[src/rtl/types_pkg.sv]
// rtl/types_pkg.sv - shared CDB types, ROB constants and ROB age helper
package types_pkg;

    localparam int ROB_DEPTH   = 16;
    localparam int ROB_IDX_W   = 5;
    localparam int DEF_PREG_W  = 7;
    localparam int DEF_XLEN    = 32;

    typedef struct packed {
        logic                  valid;
        logic [DEF_PREG_W-1:0] pd;
        logic [ROB_IDX_W-1:0]  rob_index;
        logic [DEF_XLEN-1:0]   data;
    } cdb_data_t;

    // Distance of a ROB index from the head, modulo the ROB size; larger is younger.
    function automatic logic [ROB_IDX_W-1:0] rob_age(
        input logic [ROB_IDX_W-1:0] idx,
        input logic [ROB_IDX_W-1:0] head,
        input int                   depth
    );
        int diff;
        diff = (int'(idx) - int'(head)) % depth;
        if (diff < 0) begin
            diff = diff + depth;
        end
        return ROB_IDX_W'(diff);
    endfunction

endpackage

[src/rtl/cdb_skid_fifo.sv]
// rtl/cdb_skid_fifo.sv - 2-entry per-FU result buffer with squash-by-age and compaction
module cdb_skid_fifo
    import types_pkg::*;
#(
    parameter int PREG_W    = 7,
    parameter int XLEN      = 32,
    parameter int ROB_DEPTH = 16
) (
    input  logic              clk,
    input  logic              reset,
    input  logic              push,
    input  logic [PREG_W-1:0] push_pd,
    input  logic [4:0]        push_rob,
    input  logic [XLEN-1:0]   push_data,
    input  logic              pop,
    input  logic              flush,
    input  logic [4:0]        flush_tag,
    input  logic [4:0]        rob_head,
    output logic [1:0]        count,
    output logic              head_valid,
    output logic [PREG_W-1:0] head_pd,
    output logic [4:0]        head_rob,
    output logic [XLEN-1:0]   head_data
);

    logic [1:0]        v_q;
    logic [PREG_W-1:0] pd_q   [2];
    logic [4:0]        rob_q  [2];
    logic [XLEN-1:0]   data_q [2];

    logic              keep0, keep1, push_ok;
    logic [4:0]        tag_age;
    logic              n_v0, n_v1;
    logic [PREG_W-1:0] n_pd0, n_pd1;
    logic [4:0]        n_rob0, n_rob1;
    logic [XLEN-1:0]   n_data0, n_data1;

    assign count = {1'b0, v_q[0]} + {1'b0, v_q[1]};

    // Squash younger entries, expose the surviving head, then compact, pop and append.
    always_comb begin
        tag_age = rob_age(flush_tag, rob_head, ROB_DEPTH);
        keep0   = v_q[0] && !(flush && (rob_age(rob_q[0], rob_head, ROB_DEPTH) > tag_age));
        keep1   = v_q[1] && !(flush && (rob_age(rob_q[1], rob_head, ROB_DEPTH) > tag_age));
        push_ok = push && !(flush && (rob_age(push_rob, rob_head, ROB_DEPTH) > tag_age));

        head_valid = keep0 || keep1;
        head_pd    = keep0 ? pd_q[0]   : pd_q[1];
        head_rob   = keep0 ? rob_q[0]  : rob_q[1];
        head_data  = keep0 ? data_q[0] : data_q[1];

        n_v0    = keep0 || keep1;
        n_pd0   = head_pd;
        n_rob0  = head_rob;
        n_data0 = head_data;
        n_v1    = keep0 && keep1;
        n_pd1   = pd_q[1];
        n_rob1  = rob_q[1];
        n_data1 = data_q[1];

        if (pop) begin
            n_v0    = n_v1;
            n_pd0   = n_pd1;
            n_rob0  = n_rob1;
            n_data0 = n_data1;
            n_v1    = 1'b0;
        end

        if (push_ok) begin
            if (!n_v0) begin
                n_v0    = 1'b1;
                n_pd0   = push_pd;
                n_rob0  = push_rob;
                n_data0 = push_data;
            end else begin
                n_v1    = 1'b1;
                n_pd1   = push_pd;
                n_rob1  = push_rob;
                n_data1 = push_data;
            end
        end
    end

    // Buffer state register; reset only needs to clear the valid bits.
    always_ff @(posedge clk) begin
        if (reset) begin
            v_q <= 2'b00;
        end else begin
            v_q       <= {n_v1, n_v0};
            pd_q[0]   <= n_pd0;
            pd_q[1]   <= n_pd1;
            rob_q[0]  <= n_rob0;
            rob_q[1]  <= n_rob1;
            data_q[0] <= n_data0;
            data_q[1] <= n_data1;
        end
    end

endmodule

[src/rtl/cdb_arbiter.sv]
// rtl/cdb_arbiter.sv - round-robin arbitration of FU results onto a registered CDB
module cdb_arbiter
    import types_pkg::*;
#(
    parameter int N_FU      = 3,
    parameter int ROB_DEPTH = types_pkg::ROB_DEPTH,
    parameter int PREG_W    = 7,
    parameter int XLEN      = 32,
    localparam int SRC_W    = (N_FU > 1) ? $clog2(N_FU) : 1
) (
    input  logic                   clk,
    input  logic                   reset,
    input  logic [N_FU-1:0]        req_valid,
    output logic [N_FU-1:0]        req_ready,
    input  logic [N_FU*PREG_W-1:0] req_pd,
    input  logic [N_FU*5-1:0]      req_rob,
    input  logic [N_FU*XLEN-1:0]   req_data,
    input  logic [4:0]             rob_head,
    input  logic                   mispredict,
    input  logic [4:0]             mispredict_tag,
    output logic                   cdb_valid,
    output logic [PREG_W-1:0]      cdb_pd,
    output logic [4:0]             cdb_rob,
    output logic [XLEN-1:0]        cdb_data,
    output logic [SRC_W-1:0]       cdb_src
);

    logic [1:0]        fifo_count [N_FU];
    logic [N_FU-1:0]   head_valid;
    logic [N_FU-1:0]   pop;
    logic [PREG_W-1:0] head_pd    [N_FU];
    logic [4:0]        head_rob   [N_FU];
    logic [XLEN-1:0]   head_data  [N_FU];

    logic [SRC_W-1:0]  rr_ptr;
    logic [SRC_W-1:0]  winner;
    logic [SRC_W-1:0]  rr_next;
    logic              found;

    for (genvar g = 0; g < N_FU; g++) begin : g_fu
        assign req_ready[g] = !reset && (fifo_count[g] != 2'd2);

        cdb_skid_fifo #(
            .PREG_W    (PREG_W),
            .XLEN      (XLEN),
            .ROB_DEPTH (ROB_DEPTH)
        ) u_fifo (
            .clk        (clk),
            .reset      (reset),
            .push       (req_valid[g] && req_ready[g]),
            .push_pd    (req_pd[g*PREG_W +: PREG_W]),
            .push_rob   (req_rob[g*5 +: 5]),
            .push_data  (req_data[g*XLEN +: XLEN]),
            .pop        (pop[g]),
            .flush      (mispredict),
            .flush_tag  (mispredict_tag),
            .rob_head   (rob_head),
            .count      (fifo_count[g]),
            .head_valid (head_valid[g]),
            .head_pd    (head_pd[g]),
            .head_rob   (head_rob[g]),
            .head_data  (head_data[g])
        );
    end

    // Round-robin search from rr_ptr over buffers that still hold a surviving result.
    always_comb begin
        found  = 1'b0;
        winner = '0;
        pop    = '0;
        for (int k = 0; k < N_FU; k++) begin
            if (!found && head_valid[(int'(rr_ptr) + k) % N_FU]) begin
                found  = 1'b1;
                winner = SRC_W'((int'(rr_ptr) + k) % N_FU);
            end
        end
        if (found) begin
            pop[winner] = 1'b1;
        end
        rr_next = (int'(winner) == N_FU - 1) ? '0 : winner + 1'b1;
    end

    // CDB register: one broadcast per cycle, fields hold when idle.
    always_ff @(posedge clk) begin
        if (reset) begin
            rr_ptr    <= '0;
            cdb_valid <= 1'b0;
            cdb_pd    <= '0;
            cdb_rob   <= '0;
            cdb_data  <= '0;
            cdb_src   <= '0;
        end else if (found) begin
            rr_ptr    <= rr_next;
            cdb_valid <= 1'b1;
            cdb_pd    <= head_pd[winner];
            cdb_rob   <= head_rob[winner];
            cdb_data  <= head_data[winner];
            cdb_src   <= winner;
        end else begin
            cdb_valid <= 1'b0;
        end
    end

endmodule

[config.mk]
export PLATFORM = sky130hd
export DESIGN_NAME = cdb_arbiter
export DESIGN_NICKNAME = d
export VERILOG_FILES = /design/src/rtl/types_pkg.sv /design/src/rtl/cdb_skid_fifo.sv /design/src/rtl/cdb_arbiter.sv
export SDC_FILE = /design/constraint.sdc
export NUM_CORES = 1
export LEC_CHECK = 0
export CORE_ASPECT_RATIO = 0.75
export CORE_UTILIZATION = 35
export CTS_CLUSTER_SIZE = 30
export DETAILED_ROUTE_END_ITERATION = 8
export GPL_TIMING_DRIVEN = 0
export PLACE_DENSITY = 0.58
export SYNTH_ARGS = -nofsm -noshare
export SYNTH_HDL_FRONTEND = slang
export SYNTH_SLANG_ARGS = --single-unit
export TNS_END_PERCENT = 1
[constraint.sdc]
create_clock -name clk -period 13.45 [get_ports clk]
set_input_delay 2.69 -clock clk [delete_from_list [all_inputs] [get_ports clk]]
set_output_delay 2.69 -clock clk [all_outputs]
set_load 0.02 [all_outputs]
After elaboration in Yosys (flattened, before gate mapping)
Memories as Yosys holds them, arrays and structs flattened.
Index checks and enable logic that the tools add are counted.
{"block": "classes", "addsub": 26, "n_mul": 0, "div_mod_pow": 3, "order_cmp": 25, "eq_ne": 4, "shift": 0, "mux": 109, "n_bitwise": 11, "n_reduce_logical": 55}
{"cell": "$mux 32", "count": 20}
{"cell": "$mux 5", "count": 30}
{"cell": "$mux 7", "count": 20}
{"cell": "$lt 32x4->1 const B", "count": 3}
{"cell": "$bmux 32 s2", "count": 1}
{"cell": "$mod 32x3->32 const B", "count": 2}
{"cell": "$sub 5x5->6", "count": 10}
{"cell": "$add 5x5->5 const B", "count": 10}
{"cell": "$lt 5x1->1 const B", "count": 10}
{"cell": "$gt 5x5->1", "count": 9}
{"cell": "$reduce_or 4->1", "count": 10}
{"cell": "$mod 3x3->32 const B", "count": 1}
{"cell": "$logic_and 1x1->1", "count": 30}
{"cell": "$mux 1", "count": 27}
{"cell": "$bmux 7 s2", "count": 1}
{"cell": "$logic_not 1->1", "count": 12}
{"cell": "$and 1x1->1", "count": 10}
{"cell": "$bmux 5 s2", "count": 1}
{"cell": "$mux 2", "count": 4}
{"cell": "$add 1x1->2", "count": 3}
{"cell": "$bmux 1 s2", "count": 3}
{"cell": "$ne 2x2->1 const B", "count": 3}
{"cell": "$add 2x1->3 const B", "count": 1}
{"cell": "$add 2x2->3 const B", "count": 1}
{"cell": "other kinds (9)", "count": 11}
{"block": "totals", "regBits": 55, "latch_bits": 0, "mem_bits_rw": 264, "romBits": 0, "input_bits": 148, "output_inout_bits": 50, "wordCells": 251, "n_memories": 9}
{"name": "g_fu[0].u_fifo.data_q", "depth": 2, "word_bits": 32, "rd": 2, "rd_ports_with_merged_regs": 0, "write_ports": 2, "line_no": "cdb_skid_fifo.sv:29", "source": "logic [XLEN-1:0] data_q [2];"}
{"name": "g_fu[1].u_fifo.data_q", "depth": 2, "word_bits": 32, "rd": 2, "rd_ports_with_merged_regs": 0, "write_ports": 2, "line_no": "cdb_skid_fifo.sv:29"}
{"name": "g_fu[2].u_fifo.data_q", "depth": 2, "word_bits": 32, "rd": 2, "rd_ports_with_merged_regs": 0, "write_ports": 2, "line_no": "cdb_skid_fifo.sv:29"}
{"name": "g_fu[0].u_fifo.pd_q", "depth": 2, "word_bits": 7, "rd": 2, "rd_ports_with_merged_regs": 0, "write_ports": 2, "line_no": "cdb_skid_fifo.sv:27", "source": "logic [PREG_W-1:0] pd_q [2];"}
{"name": "g_fu[1].u_fifo.pd_q", "depth": 2, "word_bits": 7, "rd": 2, "rd_ports_with_merged_regs": 0, "write_ports": 2, "line_no": "cdb_skid_fifo.sv:27"}
{"name": "g_fu[2].u_fifo.pd_q", "depth": 2, "word_bits": 7, "rd": 2, "rd_ports_with_merged_regs": 0, "write_ports": 2, "line_no": "cdb_skid_fifo.sv:27"}
{"name": "+3 memories"}

Longest topological paths before layout
Gate-level depths: netlist of run 1.
An unclocked memory read counts as a cell.
{"block": "depth", "ltp_word": 29, "depth_mapped": 20, "depth_no_buf": 16}

Modules after synthesis
Synthesis of run 1 repeated with hierarchy kept, for this count alone.
{"block": "hier_totals", "hier_cells": 1394, "hier_area_um2": 19263.5}
{"mod": "cdb_skid_fifo", "instances": 3, "cells_each": 339, "area_per_inst_um2": 5290.1, "seq_area_each_um2": 2682.6}
{"mod": "cdb_arbiter", "instances": 1, "cells_each": 377, "area_per_inst_um2": 3393.3, "seq_area_each_um2": 980.9}

Least setup slack after synthesis of run 1
Ideal clock, no wire load.
{"block": "synth_timing", "path_type": "input to register", "startpoint": "input rob_head[1]", "endpoint": "memory g_fu[0].u_fifo.data_q[1][0] (netlist: g_fu[0].u_fifo.data_q[0][32]) (enable)", "setup_time_ps": 445, "t_arrival_ps": 8121, "required_time_ps": 13005, "setup_slack_ps": 4883, "path_stages": 16, "n_path_buf": 1, "cell_sequence": "inv_1 -> ha_1 -> a21o_1 -> a21oi_1 -> xnor2_1 -> ha_1 -> nand2_1 -> a21oi_1 -> a221oi_1 -> a221oi_2 -> nand4_2 -> o21ai_1 -> a21oi_1 -> clkbuf_1 -> nor2_1 -> nor2_1"}
{"element": "from (decl)", "line_no": "cdb_arbiter.sv:18", "source": "input logic [4:0] rob_head,"}
{"element": "to (decl)", "line_no": "cdb_skid_fifo.sv:29"}

==> results of run 1 <==
metal layers:
layer  vias to the layer above  global-route usage, %  routed length (um)
met1                      6019                   31.9               26200
met4                         4                   4.03                 862
met5                         -                      0                  18
li1                       5771                      -                   -
met2                       347                   30.7               22200
met3                        58                   3.49                3140
cell type report:
type	count	share of cell area, %
sequential	319	42.9
multi-input combinational	959	35.3
timing repair buffer	197	9.72
clock buffer	49	4.71
tap	639	3.80
buffer	91	2.17
clock inverter	15	0.714
inverter	34	0.631
antenna	3	0.0357
final timing paths:
check	from	to	slack [ps]
max	rob_head[1]	g_fu[0].u_fifo.data_q[0][39]$_DFFE_PP_	4420
min	cdb_data[16]$_SDFFE_PP0N_	cdb_data[16]$_SDFFE_PP0N_	460
max reg2reg	g_fu[1].u_fifo.rob_q[0][5]$_DFFE_PP_	g_fu[0].u_fifo.data_q[0][39]$_DFFE_PP_	7960
min reg2reg	cdb_data[16]$_SDFFE_PP0N_	cdb_data[16]$_SDFFE_PP0N_	460
power by group through the flow:
| stage | logic [W] | registers, W | clock network [W] |
|---|---|---|---|
| 2_1_floorplan | 0.00101 | 0.00139 | 0 |
| 3_3_place_gp | 0.00154 | 0.00138 | 0 |
| 3_5_place_dp | 0.00157 | 0.00138 | 0 |
| 4_1_cts | 0.00158 | 0.00136 | 0.000991 |
| 5_1_grt | 0.00171 | 0.00137 | 0.00103 |
| 6_report | 0.00159 | 0.00136 | 0.000977 |
Yosys cell counts (25+ instances only):
cell      number  area [um^2]
edfxtp_1     264         7930
mux2i_1      241         2410
a21oi_1      123          616
nor2_1       109          409
nand2_1       86          323
dfxtp_1       55         1100
ha_1          50          626
a211o_1       42          368
a22o_1        42          368
clkbuf_1      42          158
inv_1         34          128
buf_2         31          155
xnor2_1       30          263
a21o_1        29          218
a32o_1        25          250
through the flow:
stage | util [%] | instances
2_1_floorplan | - | 1403
3_3_place_gp | 41.4 | 2234
3_5_place_dp | 41.7 | 2239
4_1_cts | 44.1 | 2303
5_1_grt | 44.1 | 2304
6_report | 44.1 | 2306
critical path, stage by stage:
cell	delay [ps]
clkdlybuf4s50_1	400
inv_1	780
ha_1	290
a21o_1	100
a21oi_1	70
xnor2_1	930
ha_1	400
nand2_1	100
a21oi_1	50
a221oi_1	370
a221oi_2	140
nand4_2	180
o21ai_1	150
a21oi_1	940
clkbuf_1	530
nor2_1	200
nor2_4	490
buf_16	240
buf_16	170
logic make-up after synthesis:
kind of cell    after synthesis  synth area share (%)
buf+inv                     125                  3.43
compound gates              324                  13.4
fa+ha+maj                    67                  5.29
xor+xnor                     48                  2.47
mux                         264                  15.7
simple gates                256                  6.69
flops                       319                  53.0
state kept, by name, indices dropped and copies added (netlist names):
signal / flops
rr_ptr: 2
cdb_data: 32
g_fu.u_fifo.rob_q: 30
cdb_src: 2
g_fu.u_fifo.data_q: 192
g_fu.u_fifo.pd_q: 42
g_fu.u_fifo.v_q: 6
cdb_rob: 5
cdb_pd: 7
cdb_valid: 1
cells in the final DEF, fill, tap and decap left out, types with 37 or more instances in the layout:
cell type and n:
a22o_1 42, clkdlybuf4s50_1 192, edfxtp_1 264, a21oi_1 123, nand2_1 86, dfxtp_1 55
clkbuf_16 37, clkbuf_1 52, a211o_1 42, mux2i_1 241, ha_1 50, nor2_1 107
==> metrics.txt, run 1 <==
status finished, final reports clean; Yosys reg bits 319; Worst R2R Path Depth 16; Max-Cap Viols 0; Die Footprint 49500 um^2; Yosys cell types 60; area occupied by multi-input gates 7420 um^2; router iterations before antenna repair 5; clk root buf clkbuf_16; register area ~9000 um^2; Place WS 3910 ps; I/O Pins 198; DPL Wire Length 38100 um; first-pass GRT wire length a little under 80000 um; hold_ws 457 ps; initial antenna violation count 7; Pwr Total 0.00392 W; crit path max fanout 20; maximum VDD drop 0.0949 mV; gr usage total 20.8%; Max Clk Rate 111 MHz; Vias 12.2k; fill count 4417; total gr overflow 0; PwrDens 187 nW/um^2; nets@finish 1846; clk_lat worst skew roughly 530 ps; Max Transition Viols Final 0; largest net degree at the start of global routing 77; Sw Ratio 35.8%; CTS resizes 0; internal power 0.00252 W; kind of end point of the critical path register; crit path launch type input pin; hold depth 1; Max H-tree Level 2; dominant synthesized flop cell edfxtp_1; Slew HR 20.6%; Arr. time, crit path 9260 ps; synthesized area about 17000 um^2; fin crit share 67.1%; dpl cell area 19900 um^2; post-route cell area 21000 um^2; input/output buffers 192; Die Y 193 um; WL final 52500 um; Final WS setup 4420 ps; Syn. warnings 0; Max Buffers Root-to-Sink 3; Hold Crit Class register to register; CP Class input pin to register; Core ar. 47700 um^2; number of flops mapped to enable cells by yosys 264; Switch Pwr 0.00141 W; sequential share of power 34.6%; WP data required between 10000 and 15000 ps; Slew @ Worst Pin 1180 ps; Leak 8.89 nW; Setup TNS Final 0 ps; Hold Fails Final Rpt 0; Initial Util 35.7%; cts bufs inserted 36; share of cells above drive strength 1 9.07%; Die Width around 260 um; hold buffers post-CTS 0; vias per cell around 5.3; clock sink count 319; Final Skew 15.6 ps; vias in the first global route about 12k; Clk pin slew, worst setup/hold paths 60 ps; Starting DRT DRC Count around 1.0k; Core Rows 69; Final Setup Violations 0; RSZ-0062 raised after global routing false; GP Congestion 0.853; fraction of registers with async set/reset 0%; Post-Syn Nets 1611; Combinational Power Share 40.5%; clock power share roughly a quarter; Final min period 9030 ps; Cells after Synth 1403; drt drc 0; Avg WL per Cell 22.7 um; setup repair bufs after CTS 0; sequential-to-total area share from yosys stat a little over half; synthesized area per cell about 12 um^2; Area Overhead vs Synth 23.6%; TritonCTS clock tree built; Post-DRT Antenna Nets 0
Power figures use the tool's default switching activity.
==> run 2, diff against run 1 <==
==> constraint.sdc (replaced) <==
create_clock -name clk -period 9.05 [get_ports clk]
set_input_delay 1.81 -clock clk [delete_from_list [all_inputs] [get_ports clk]]
set_output_delay 1.81 -clock clk [all_outputs]
set_load 0.02 [all_outputs]
==> results of run 2 <==
Same layout as run 1 (identical final DEF). Status: finished, final reports clean.
Main changes from that run: setup slack after placement 3910 ps -> 387 ps; setup slack after layout 4420 ps -> 899 ps; register-to-register setup slack 7960 ps -> 3560 ps; total power 0.00392 W -> 0.00583 W; worst IR drop on VDD 0.0949 mV -> 0.141 mV
==> run 3, diff against run 2 <==
--- a/config.mk
+++ b/config.mk
@@ -13,5 +13,6 @@
 export PLACE_DENSITY = 0.58
 export SYNTH_ARGS = -nofsm -noshare
 export SYNTH_HDL_FRONTEND = slang
+export SYNTH_HIERARCHICAL = 1
 export SYNTH_SLANG_ARGS = --single-unit
 export TNS_END_PERCENT = 1
==> run 3 against run 2 <==
Die area rose by 13%. Cell count rose by 3.7%. Sequential power barely moved. Via count rose by 0.91%. Count of clock-buffer cells in the layout rose by 6. Combinational power rose by 33%. Global-route usage fell by 2.0 points. Wire length rose by 1.6%. Critical path depth rose by 9. Final area rose by 11%. Largest cell class is now multi-input combinational cells. Largest power group unchanged.
==> metrics.txt, run 3 <==
Max-Cap Viols 0 (unchanged); router iterations before antenna repair 5 (unchanged); largest family of logic cells by synthesized area multiplexers (unchanged); Largest register FFs 192 (unchanged); crit path launch type input pin (unchanged); initial antenna violation count 6 (was 7); GP Congestion 0.897 (was 0.853); share of cells above drive strength 1 34.7% (was 9.07%); multiplexer area fraction after synthesis 25.0% (was 15.7%); Max Clk Rate 117 MHz (was 123 MHz); clock sink count 319 (unchanged); most flop-heavy register g_fu.u_fifo/data_q (was g_fu.u_fifo.data_q); CP startpoint mispredict_tag[0] (was rob_head[1]); sequential-to-total area share from yosys stat 46.9% (was 53.0%); Post-DRT Antenna Nets 0 (unchanged); largest net degree at the start of global routing 38 (was 77); Worst R2R Path Depth 25 (was 16); Yosys cell types 61 (was 60); Hold Crit Class register to register (unchanged); Syn. warnings 6 (was 0); WL final 53300 um (was 52500 um); Core ar. 54400 um^2 (was 47700 um^2); largest cells by area after synthesis edfxtp_1, mux2_2, mux2_4, dfxtp_1, ha_1 (was edfxtp_1, mux2i_1, dfxtp_1, ha_1, a21oi_1); DPL Wire Length 40200 um (was 38100 um); cts bufs inserted 36 (unchanged); first-pass GRT wire length 79400 um (was 76900 um); most common cell after layout, fill and taps aside mux2_2 (was edfxtp_1); clk_lat worst skew 520 ps (was 530 ps); Avg WL per Cell 22.3 um (was 22.7 um); Yosys reg bits 319 (unchanged); WP data required 9270 ps (was 9280 ps); fin cells 2391 (was 2306); crit path to g_fu[1].u_fifo/data_q[0][52]$_DFFE_PP_ (was g_fu[0].u_fifo.data_q[0][39]$_DFFE_PP_); most frequent cell on the critical path buf_6 (was a21oi_1); most frequent cells in the layout mux2_2, edfxtp_1, clkdlybuf4s50_1, inv_1, mux2_4 (was edfxtp_1, mux2i_1, clkdlybuf4s50_1, a21oi_1, nor2_1); Initial Util 35.4% (was 35.7%); R2R Path End g_fu[1].u_fifo/data_q[0][52]$_DFFE_PP_ (was g_fu[0].u_fifo.data_q[0][39]$_DFFE_PP_); Setup TNS Final 0 ps (unchanged); Die Y 205 um (was 193 um); PwrDens 277 nW/um^2 (about the same); dominant synthesized flop cell edfxtp_1 (unchanged); Core Rows 74 (was 69); number of flops mapped to enable cells by yosys 264 (unchanged); Leak 8.68 nW (was 8.89 nW); Final Setup Violations 0 (unchanged); register area 9030 um^2 (unchanged); Clk pin slew, worst setup/hold paths 60 ps (about the same); Area Overhead vs Synth 21.6% (was 23.6%); clk root buf clkbuf_16 (unchanged); Slew HR 36.4% (was 20.6%); status finished, final reports clean (unchanged); hold depth 1 (unchanged); Critical R2R Launch g_fu[0].u_fifo/rob_q[0][1]$_DFFE_PN_ (was g_fu[1].u_fifo.rob_q[0][5]$_DFFE_PP_); top post-synthesis cells by count mux2_2, edfxtp_1, inv_1 (was edfxtp_1, mux2i_1, a21oi_1); total gr overflow 0 (unchanged); dpl cell area 22300 um^2 (was 19900 um^2); input/output buffers 195 (was 192); Post-Syn Nets 1615 (was 1611); synthesized area 19300 um^2 (was 17000 um^2); Final Skew 9.70 ps (was 15.6 ps); fin crit share 94.2% (was 90.1%); area leader, netlist edfxtp_1 (unchanged); Die Width 273 um (was 257 um); I/O Pins 198 (unchanged); Max H-tree Level 2 (unchanged); maximum VDD drop 0.132 mV (was 0.141 mV); Max Transition Viols Final 0 (unchanged); compound-gate portion of the synthesized area 12.9% (was 13.4%); Arr. time, crit path 8750 ps (was 8380 ps); Hold Fails Final Rpt 0 (unchanged); simple-gate share of the synthesized area 1.61% (was 6.69%); Max Buffers Root-to-Sink 3 (unchanged); max incr delay on CP 1030 ps (was 940 ps); TritonCTS clock tree built (unchanged); Final Core Density 43.0% (was 44.1%); RSZ-0062 raised after global routing false (unchanged); Slowest-stage cell, CP clkdlybuf4s50_1 (was a21oi_1); most common cell in the netlist mux2_2 (was edfxtp_1); gr usage total 18.8% (was 20.8%); hold_ws 464 ps (was 457 ps); Top Registers g_fu.u_fifo/data_q: 192 flops, g_fu.u_fifo/pd_q: 42 flops, cdb_data: 32 flops (was g_fu.u_fifo.data_q: 192 flops, g_fu.u_fifo.pd_q: 42 flops, cdb_data: 32 flops); CP Class input pin to register (unchanged); adder-cell share of the synthesized area 5.37% (was 5.29%); DP Cell Count 2325 (was 2239); Slew @ Worst Pin 950 ps (was 1180 ps); Starting DRT DRC Count 799 (was 1031); FF-to-FF setup slack 2600 ps (was 3560 ps); nets@finish 1865 (was 1846); CTS resizes 0 (unchanged); post-route cell area 23400 um^2 (was 21000 um^2); kind of end point of the critical path register (unchanged); Cells after Synth 1394 (was 1403); area occupied by multi-input gates 9200 um^2 (was 7420 um^2); Vias 12.3k (was 12.2k); Final min period 8520 ps (was 8150 ps); Die Footprint 56000 um^2 (was 49500 um^2); synthesized area per cell 13.8 um^2 (was 12.1 um^2); fill count 5004 (was 4417); xor/xnor share of the synthesized area 2.83% (was 2.47%); vias per cell 5.15 (was 5.29); fraction of registers with async set/reset 0% (unchanged); drt drc 0 (unchanged); Yosys top cell area share 41.2% (was 46.6%); crit path max fanout 12 (was 20); hold buffers post-CTS 0 (unchanged); vias in the first global route 12.3k (was 12.0k)
run 3: cells by family after synthesis:
logic type | Yosys count
adder cells (fa/ha/maj) | 76
XOR/XNOR | 57
flip-flops | 319
AO/OA/AOI/OAI | 295
buffers and inverters | 190
multiplexers | 400
AND/OR/NAND/NOR | 57
run 3: final cells by class:
class                   instances  area share, %
clock inverters                 6          0.208
diodes                          2         0.0214
flip-flops and latches        319           38.5
plain buffers                  88           2.86
well taps                     722           3.86
clock buffers                  55           4.37
multi-input cells             885           39.3
repair buffers                212           9.23
inverters                     102           1.63
run 3: worst min-delay path by stage:
stage	from	end
finish	cdb_data[22]$_SDFFE_PP0P_	cdb_data[22]$_SDFFE_PP0P_
global placement	cdb_data[23]$_SDFFE_PP0P_	cdb_data[23]$_SDFFE_PP0P_
CTS	cdb_data[22]$_SDFFE_PP0P_	cdb_data[22]$_SDFFE_PP0P_
floorplan	rr_ptr[1]$_SDFFE_PP0P_	rr_ptr[1]$_SDFFE_PP0P_
global route	cdb_data[23]$_SDFFE_PP0P_	cdb_data[23]$_SDFFE_PP0P_
detailed placement	cdb_data[22]$_SDFFE_PP0P_	cdb_data[22]$_SDFFE_PP0P_
run 3: report_power, final:
group          internal [W]  switching [W]  total (W)  leakage [nW]
logic               0.00140        0.00173    0.00313          5.23
clock network      0.000803       0.000571    0.00137         0.517
registers           0.00188       0.000116    0.00199          2.93
run 3: per-layer routing:
| metal | up-vias | wire (um) | GRT usage, % |
|---|---|---|---|
| li1 | 5856 | - | - |
| met1 | 6092 | 26500 | 28.7 |
| met2 | 301 | 23100 | 27.9 |
| met3 | 53 | 3000 | 3.51 |
| met4 | 8 | 602 | 3.01 |
| met5 | - | 57 | 0 |
run 3: per-stage QoR:
step / setup slack [ps] / power (W)
3_5_place_dp: -240 / 0.00512
4_1_cts: 260 / 0.00652
6_report: 528 / 0.00650
2_1_floorplan: -264 / 0.00418
5_1_grt: 163 / 0.00684
3_3_place_gp: -4330 / 0.00506
run 3: critical path, delay by kind of cell:
family                   cells  cell delay, ps
buffers and inverters       10            2860
AO/OA/AOI/OAI                8            1600
AND/OR/NAND/NOR              5            1030
multiplexers                 2             550
adder cells (fa/ha/maj)      2             450
XOR/XNOR                     1             430
run 3: what timing repair did:
action                     CTS  global route
setup endpoints to repair    0            18
setup buffers                0             3
hold endpoints to repair     0             0
